File: config.mk
export PLATFORM = sky130hd
export DESIGN_NAME = pattern_serial_tx
export DESIGN_NICKNAME = d
export VERILOG_FILES = /design/src/rtl/pattern_serial_tx.sv
export SDC_FILE = /design/constraint.sdc
export NUM_CORES = 1
export LEC_CHECK = 0
export ABC_AREA = 1
export CAP_MARGIN = 30
export CORE_MARGIN = 3
export CORE_UTILIZATION = 41
export DETAILED_ROUTE_END_ITERATION = 10
export HOLD_SLACK_MARGIN = 0.08
export PLACE_DENSITY = 0.61
export SLEW_MARGIN = 20
export SYNTH_ARGS = -nofsm -noshare
export SYNTH_HDL_FRONTEND = slang
export SYNTH_SLANG_ARGS = --single-unit
File: constraint.sdc
create_clock -name clk -period 1.75 [get_ports clk]
set_input_delay 0.525 -clock clk [delete_from_list [all_inputs] [get_ports clk]]
set_output_delay 0.525 -clock clk [all_outputs]
set_load 0.02 [all_outputs]
File: src/rtl/pattern_serial_tx.sv
// Serial pattern transmitter: shifts a DATA_W-bit word out MSB-first, repeated back-to-back.
// Optional macro PATTERN_TX_PARITY_EN appends an even-parity bit after every repetition.
module pattern_serial_tx #(
    parameter int DATA_W     = 5,
    parameter int REP_W      = 4,
    parameter int GAP_CYCLES = 1
) (
    input  logic              clk,
    input  logic              reset_n,
    input  logic              in_valid,
    output logic              in_ready,
    input  logic [DATA_W-1:0] in_data,
    input  logic [REP_W-1:0]  in_repeat,
    output logic              x,
    output logic              x_valid,
    output logic              busy,
    output logic              done
);

`ifdef PATTERN_TX_PARITY_EN
    localparam int LAST = DATA_W;      // data bits plus one parity slot
`else
    localparam int LAST = DATA_W - 1;
`endif
    localparam int BIT_W = $clog2(LAST + 1);
    localparam int GAP_W = (GAP_CYCLES > 1) ? $clog2(GAP_CYCLES) : 1;

    typedef enum logic [1:0] {IDLE, SHIFT, GAP} state_t;

    state_t            state, state_nxt;
    logic [DATA_W-1:0] pattern, pattern_nxt;
    logic [DATA_W-1:0] shift_reg, shift_nxt;
    logic [REP_W-1:0]  rep_cnt, rep_nxt;
    logic [BIT_W-1:0]  bit_cnt, bit_nxt;
    logic [GAP_W-1:0]  gap_cnt, gap_nxt;
    logic              x_nxt, x_valid_nxt, done_nxt, in_ready_nxt;

    assign busy = (state != IDLE);

    // NOTE: every signal gets a default first so no path leaves one unassigned (no latches).
    always_comb begin
        state_nxt    = state;
        pattern_nxt  = pattern;
        shift_nxt    = shift_reg;
        rep_nxt      = rep_cnt;
        bit_nxt      = bit_cnt;
        gap_nxt      = gap_cnt;
        x_nxt        = 1'b0;
        x_valid_nxt  = 1'b0;
        done_nxt     = 1'b0;
        in_ready_nxt = 1'b0;

        case (state)
            IDLE: begin
                if (in_valid && in_ready) begin
                    pattern_nxt = in_data;
                    shift_nxt   = in_data;
                    rep_nxt     = (in_repeat == '0) ? REP_W'(1) : in_repeat;
                    bit_nxt     = BIT_W'(LAST);
                    x_nxt       = in_data[DATA_W-1];
                    x_valid_nxt = 1'b1;
                    state_nxt   = SHIFT;
                end else begin
                    in_ready_nxt = 1'b1;
                end
            end
            SHIFT: begin
                if (bit_cnt != '0) begin
`ifdef PATTERN_TX_PARITY_EN
                    x_nxt = (bit_cnt == BIT_W'(1)) ? ^pattern : shift_reg[DATA_W-2];
`else
                    x_nxt = shift_reg[DATA_W-2];
`endif
                    x_valid_nxt = 1'b1;
                    shift_nxt   = shift_reg << 1;
                    bit_nxt     = bit_cnt - BIT_W'(1);
                    done_nxt    = (bit_cnt == BIT_W'(1)) && (rep_cnt == REP_W'(1));
                end else if (rep_cnt > REP_W'(1)) begin
                    // Gapless reload so detectors see overlapping occurrences.
                    shift_nxt   = pattern;
                    x_nxt       = pattern[DATA_W-1];
                    x_valid_nxt = 1'b1;
                    rep_nxt     = rep_cnt - REP_W'(1);
                    bit_nxt     = BIT_W'(LAST);
                end else if (GAP_CYCLES > 0) begin
                    gap_nxt   = GAP_W'((GAP_CYCLES > 0) ? GAP_CYCLES - 1 : 0);
                    state_nxt = GAP;
                end else begin
                    in_ready_nxt = 1'b1;
                    state_nxt    = IDLE;
                end
            end
            GAP: begin
                if (gap_cnt == '0) begin
                    in_ready_nxt = 1'b1;
                    state_nxt    = IDLE;
                end else begin
                    gap_nxt = gap_cnt - GAP_W'(1);
                end
            end
            default: state_nxt = IDLE;
        endcase
    end

    // NOTE: sequential state uses non-blocking assignments only.
    always_ff @(posedge clk or negedge reset_n) begin
        if (!reset_n) begin
            state     <= IDLE;
            pattern   <= '0;
            shift_reg <= '0;
            rep_cnt   <= '0;
            bit_cnt   <= '0;
            gap_cnt   <= '0;
            x         <= 1'b0;
            x_valid   <= 1'b0;
            done      <= 1'b0;
            in_ready  <= 1'b0;
        end else begin
            state     <= state_nxt;
            pattern   <= pattern_nxt;
            shift_reg <= shift_nxt;
            rep_cnt   <= rep_nxt;
            bit_cnt   <= bit_nxt;
            gap_cnt   <= gap_nxt;
            x         <= x_nxt;
            x_valid   <= x_valid_nxt;
            done      <= done_nxt;
            in_ready  <= in_ready_nxt;
        end
    end

endmodule

==> flow_summary.yaml, run 1 <==
power_and_ir_drop:
  powerDensity_nw_per_um2: 1750
  p_leak_nw: 0.744
  p_total_mw: 2.57
  peakVddDrop_v: 0.00118
worst_hold_path:
  hp-start: "pattern[4]$_DFFE_PN0P_"
  hold_path_end: "pattern[4]$_DFFE_PN0P_"
  hp-class: "reg -> reg"
  whs_path_depth: 2
critical_path:
  worstSetupPathType: "reg -> reg"
  r2r-start: "rep_cnt[0]$_DFFE_PN0P_"
  critPathMaxFanout: 8
  reg2reg_depth: 7
  r2r_end: "shift_reg[0]$_DFFE_PN0P_"
  required_ns: 2.02
  start_kind: "flop"
  regToRegSetupSlack_ns: 0.14
  endpoint_kind: "flop"
  arrival_ns: 1.88
floorplan:
  die_h_um: 59.7
  rows: 18
  die_w_um: 59.7
  core_region_area_sq_um: 2610
  dieArea_sq_um: 3560
  io_pins: 17
  initial_core_util_pct: 45.3
layout:
  largest_register_ffs: 5
  antenna_cells: 0
  drive_above_1_share_pct: 16.6
  n_fill_cell: 249
  finalNetCount: 190
  syn_to_final_growth_pct: 23.9
  finalInstanceArea_sq_um: 1470
sta:
  worst_pin_slew_ns: 0.348
  fin_tns_setup_ns: 0
  drv_slew: 0
  clock_skew_ns: 0.0109
  period_needed_ns: 1.61
  slew_headroom_pct: 76.7
  hold_viol: 0
  fmax_ghz: 0.621
  setup_ws_ns: 0.140
  finalCritPeriodShare_pct: 92.0
  grt_setup_unrepaired: "false"
  finalSetupViolCount: 0
cts:
  clockBufferDepth: 2
  clock_latency_ns: 0.31
  hold_buffers: 0
  h-tree-depth: 1
  cts_buffers: 3
  clkTransAtPathRegs_ns: 0.13
  numClockSinks: 22
  root_buffer: "clkbuf_4"
  cts.repair.resized: 5
  cts_tree: "done"
  postCtsSetupBuffers: 0
grt:
  grt_overflow_total: 0
  antenna_found_initial: 0
  grt_pass1_vias: 934
  grt_use_total_pct: 15.7
  grt_pass1_wl_um: 4190
  grt_start_max_net_pins: 23
drt:
  drtIter0Drc: 47
  viasPerCell: 5.10
  drcViolationCount: 0
  dr.pass1.iters: 4
  wire_per_inst_um: 12.4
  vias: 1045
  ant_nets: 0
  wirelength_um: 2550
placed_design:
  finalWeightedCongestion: 0.809
  portBuffers: 16
  place_area_sq_um: 1420
  place_ws_ns: -0.0103
  dp_hpwl_um: 1890
yosys:
  yosysSeqAreaShare_pct: 46.6
  synth_fp_nets: 163
  post_synth_inst_count: 149
  synth_top_area_cell: "dfrtp_1"
  syn-cell-area_sq_um: 1180
  ys_ff_latch: 22
  synth_top_area_share_pct: 46.6
  ys_warn_count: 0
  ys_top_cells_by_area: "dfrtp_1, nand2_1, nand4_1"
  synth.avg_cell_area_sq_um: 7.94
  yosysUniqueCellTypes: 23
run_status:
  status: "finished clean"
run:
  maxCapViolCount: 0
## logic make-up after synthesis
| kind of cell | share of synthesized area, % |
|---|---|
| compound gates | 4.87 |
| xor+xnor | 1.48 |
| fa+ha+maj | 2.12 |
| buf+inv | 5.93 |
| flops | 46.6 |
| simple gates | 39.0 |
## worst max-delay path, cell delays in order (launching register included)
cell and delay (ns):
dfrtp_1 0.39, inv_1 0.10, ha_1 0.24, o21ai_1 0.32, nand2_2 0.20, nand3_2 0.17
nand2_1 0.07, nand2_1 0.06
## Yosys cell counts (all sizes together)
cell    count
nand2      57
dfrtp      22
nor2       16
nand3      13
inv        10
nand4      10
o21ai       9
buf         4
ha          2
a21oi       1
nor4        1
o211ai      1
or2         1
xnor2       1
xor2        1
## how the worst max path moves through the flow
stage                                     to                    from  depth (start not counted)  slack, ns
detailed placement  shift_reg[0]$_DFFE_PN0P_                in_valid                          8      -0.01
floorplan           shift_reg[0]$_DFFE_PN0P_  rep_cnt[0]$_DFFE_PN0P_                          7       0.42
CTS                                     busy    state[0]$_DFFE_PN0P_                          3       0.03
global placement    shift_reg[0]$_DFFE_PN0P_                in_valid                          8      -0.02
finish              shift_reg[0]$_DFFE_PN0P_  rep_cnt[0]$_DFFE_PN0P_                          7       0.14
global route        shift_reg[1]$_DFFE_PN0P_  rep_cnt[0]$_DFFE_PN0P_                          7       0.03
## cell type report
type / instances / area, sq um / share of cell area (%)
Multi-Input combinational cell: 113 / 562 / 38.3
Sequential cell: 22 / 551 / 37.6
Timing Repair Buffer: 26 / 225 / 15.4
Inverter: 10 / 37.5 / 2.56
Tap cell: 30 / 37.5 / 2.56
Clock inverter: 1 / 30.0 / 2.05
Clock buffer: 3 / 22.5 / 1.54
## placed cells by master (no fill, tap or decap), drive strengths merged
master         count
o21ai              9
xnor2              1
nor2              16
xor2               1
clkbuf             4
nor4               1
inv               10
clkdlybuf4s50     11
or2                1
buf               10
nand4             10
dlygate4sd2        4
nand2             57
dfrtp             22
o211ai             1
a21oi              1
bufinv             1
nand3             13
ha                 2
## power by group
| group | switching (mW) | internal, mW | total [mW] |
|---|---|---|---|
| Sequential | 0.152 | 0.722 | 0.874 |
| Combinational | 0.825 | 0.481 | 1.31 |
| Clock | 0.158 | 0.232 | 0.389 |
| Total | 1.14 | 1.43 | 2.57 |
## per-layer routing
layer	global-route usage, %	wire length, um	up-vias
met1	22.2	1300	482
met4	3.80	14	0
met2	23.8	1120	24
met5	0	0	-
li1	-	-	537
met3	4.54	115	2
## through the flow
| stage | hold WS [ns] | cells | util, % |
|---|---|---|---|
| detailed placement | 0.470 | 201 | 54.5 |
| global route | 0.518 | 205 | 56.1 |
| finish | 0.501 | 205 | 56.1 |
| CTS | 0.498 | 205 | 56.2 |
| global placement | 0.459 | 201 | 54.5 |
| floorplan | 0.229 | 149 | - |
(Power assumes the default switching activity.)
==> inputs of run 2 (changes only) <==
--- a/config.mk
+++ b/config.mk
@@ -10,6 +10,7 @@
 export CORE_MARGIN = 3
 export CORE_UTILIZATION = 41
 export DETAILED_ROUTE_END_ITERATION = 10
+export GPL_TIMING_DRIVEN = 0
 export HOLD_SLACK_MARGIN = 0.08
 export PLACE_DENSITY = 0.61
 export SLEW_MARGIN = 20
==> run 2 against run 1 <==
  * Clock skew shrank 0.0060 ns
  * Die area is the same
  * Register-to-register slack gained 0.09 ns
  * Sequential share of layout area grew 0.48 points
  * Sequential cell count is the same
  * Sequential power grew 1%
  * Global-route usage grew 0.85 points
  * Wire length grew 1.1%
  * Cell count shrank 2.0%
  * Worst hold slack lost 0.0061 ns
  * Utilization shrank 0.57 points
==> flow_summary.yaml, run 2 (synthesized netlist as in run 1, its figures left out) <==
sta:
  slew_headroom_pct: 65.6
  clock_skew_ns: 0.00482
  finalSetupViolCount: 0
  fin_tns_setup_ns: 0
  grt_setup_unrepaired: "false"
  hold_viol: 0
  finalCritPeriodShare_pct: 91.9
  period_needed_ns: 1.61
  whs_ns: 0.495
  worst_pin_slew_ns: 0.515
  drv_slew: 0
  fmax_ghz: 0.622
layout:
  register_area_sq_um: 552
  finalNetCount: 186
  n_fill_cell: 254
  layout_commonest_cell: "nand2_1"
  largest_register_ffs: 5
  antenna_cells: 0
  syn_to_final_growth_pct: 22.6
  multiInputGateArea_sq_um: 566
  drive_above_1_share_pct: 15.8
  instances_no_fill: 201
  final_cell_mix: "nand2_1, dfrtp_1, nor2_1"
drt:
  dr.pass1.iters: 4
  drtIter0Drc: 44
  ant_nets: 0
  drcViolationCount: 0
  wirelength_um: 2580
  vias: 1003
  wire_per_inst_um: 12.8
  viasPerCell: 4.99
grt:
  grt_use_total_pct: 16.6
  grt_use_met2_pct: 24.4
  grt_overflow_total: 0
  grt_util_met3_pct: 2.16
  grt_start_max_net_pins: 14
  grt_pass1_wl_um: 4440
  antenna_found_initial: 0
  grt_pass1_vias: 961
  use_met1_pct: 24.5
  busiest_layer: "met1"
power_and_ir_drop:
  p_leak_nw: 0.725
  p_total_mw: 2.62
  powerDensity_nw_per_um2: 1800
  peakVddDrop_v: 0.00120
cts:
  clock_latency_ns: 0.31
  root_buffer: "clkbuf_4"
  hold_buffers: 0
  h-tree-depth: 1
  numClockSinks: 22
  cts_tree: "done"
  clkTransAtPathRegs_ns: 0.13
  clockBufferDepth: 2
  cts_buffers: 3
critical_path:
  worstSetupPathType: "reg -> out"
  path_buf_inv: 2
  slowest_delay_ns: 0.47
  cp_top_family: "flip-flops"
  endpoint_kind: "output port"
  required_ns: 1.22
  arrival_ns: 1.08
  start_kind: "flop"
  crit_path_top_delay_cell: "dfrtp_2"
  critPathMaxFanout: 5
  crit_chain: "inv_2 -> nand2_1 -> buf_2"
run:
  maxCapViolCount: 0
worst_hold_path:
  hp-class: "reg -> reg"
floorplan:
  die_w_um: 59.7
  initial_core_util_pct: 45.3
  io_pins: 17
  core_region_area_sq_um: 2610
  die_h_um: 59.7
  dieArea_sq_um: 3560
  rows: 18
placed_design:
  dp_hpwl_um: 1940
  finalWeightedCongestion: 0.744
  place_inst: 196
  portBuffers: 16
run_status:
  status: "finished clean"
run 2: path summary, 6_finish.rpt:
kind / startpoint / to / slack [ns] / depth (start not counted)
max in group asynchronous: reset_n / state[0]$_DFFE_PN0P_ / 0.76 / 2
worst min register to register: pattern[4]$_DFFE_PN0P_ / pattern[4]$_DFFE_PN0P_ / 0.50 / 2
worst max-delay path: state[1]$_DFFE_PN0P_ / busy / 0.14 / 3
worst max register to register: rep_cnt[0]$_DFFE_PN0P_ / shift_reg[0]$_DFFE_PN0P_ / 0.23 / 7
min in group asynchronous: reset_n / pattern[4]$_DFFE_PN0P_ / 0.53 / 1
worst min-delay path: pattern[4]$_DFFE_PN0P_ / pattern[4]$_DFFE_PN0P_ / 0.50 / 2
run 2: area by class of cell:
cell class | count | area share [%]
Clock buffer | 3 | 1.55
Buffer | 4 | 2.24
Inverter | 10 | 2.59
Clock inverter | 1 | 2.07
Multi-Input combinational cell | 113 | 39.0
Tap cell | 30 | 2.59
Timing Repair Buffer | 18 | 11.9
Sequential cell | 22 | 38.1
run 2: worst reg2reg max path, stage by stage, from the launching register on:
cell     delay (ns)
dfrtp_1        0.40
inv_1          0.10
ha_1           0.26
o21ai_2        0.25
nand2_2        0.17
nand3_2        0.17
nand2_1        0.07
nand2_1        0.06
run 2: repair_timing:
action / in CTS / in global routing
endpoints found under the setup margin: 5 / 6
resized for setup: 8 / 2
setup buffers: 1 / 0
run 2: metal layers:
metal | wire, um | share of wire (%)
met3 | 123 | 4.8
met4 | 15 | 0.58
met1 | 1350 | 52
met2 | 1090 | 42
met5 | 0 | 0
run 2: report_power, final:
| group | internal [mW] | total, mW | leakage [nW] | switching (mW) |
|---|---|---|---|---|
| Sequential | 0.723 | 0.883 | 0.272 | 0.160 |
| Combinational | 0.493 | 1.33 | 0.425 | 0.841 |
| Clock | 0.232 | 0.399 | 0.0279 | 0.167 |
run 2: per-stage QoR:
stage	cell area [sq um]	setup slack [ns]	utilization, %
after global placement	1380	-0.0886	52.8
after CTS	1450	0.0319	55.6
after floorplan	1180	0.423	-
after detailed placement	1400	-0.0957	53.4
after global routing	1450	0.0626	55.5
final	1450	0.141	55.5
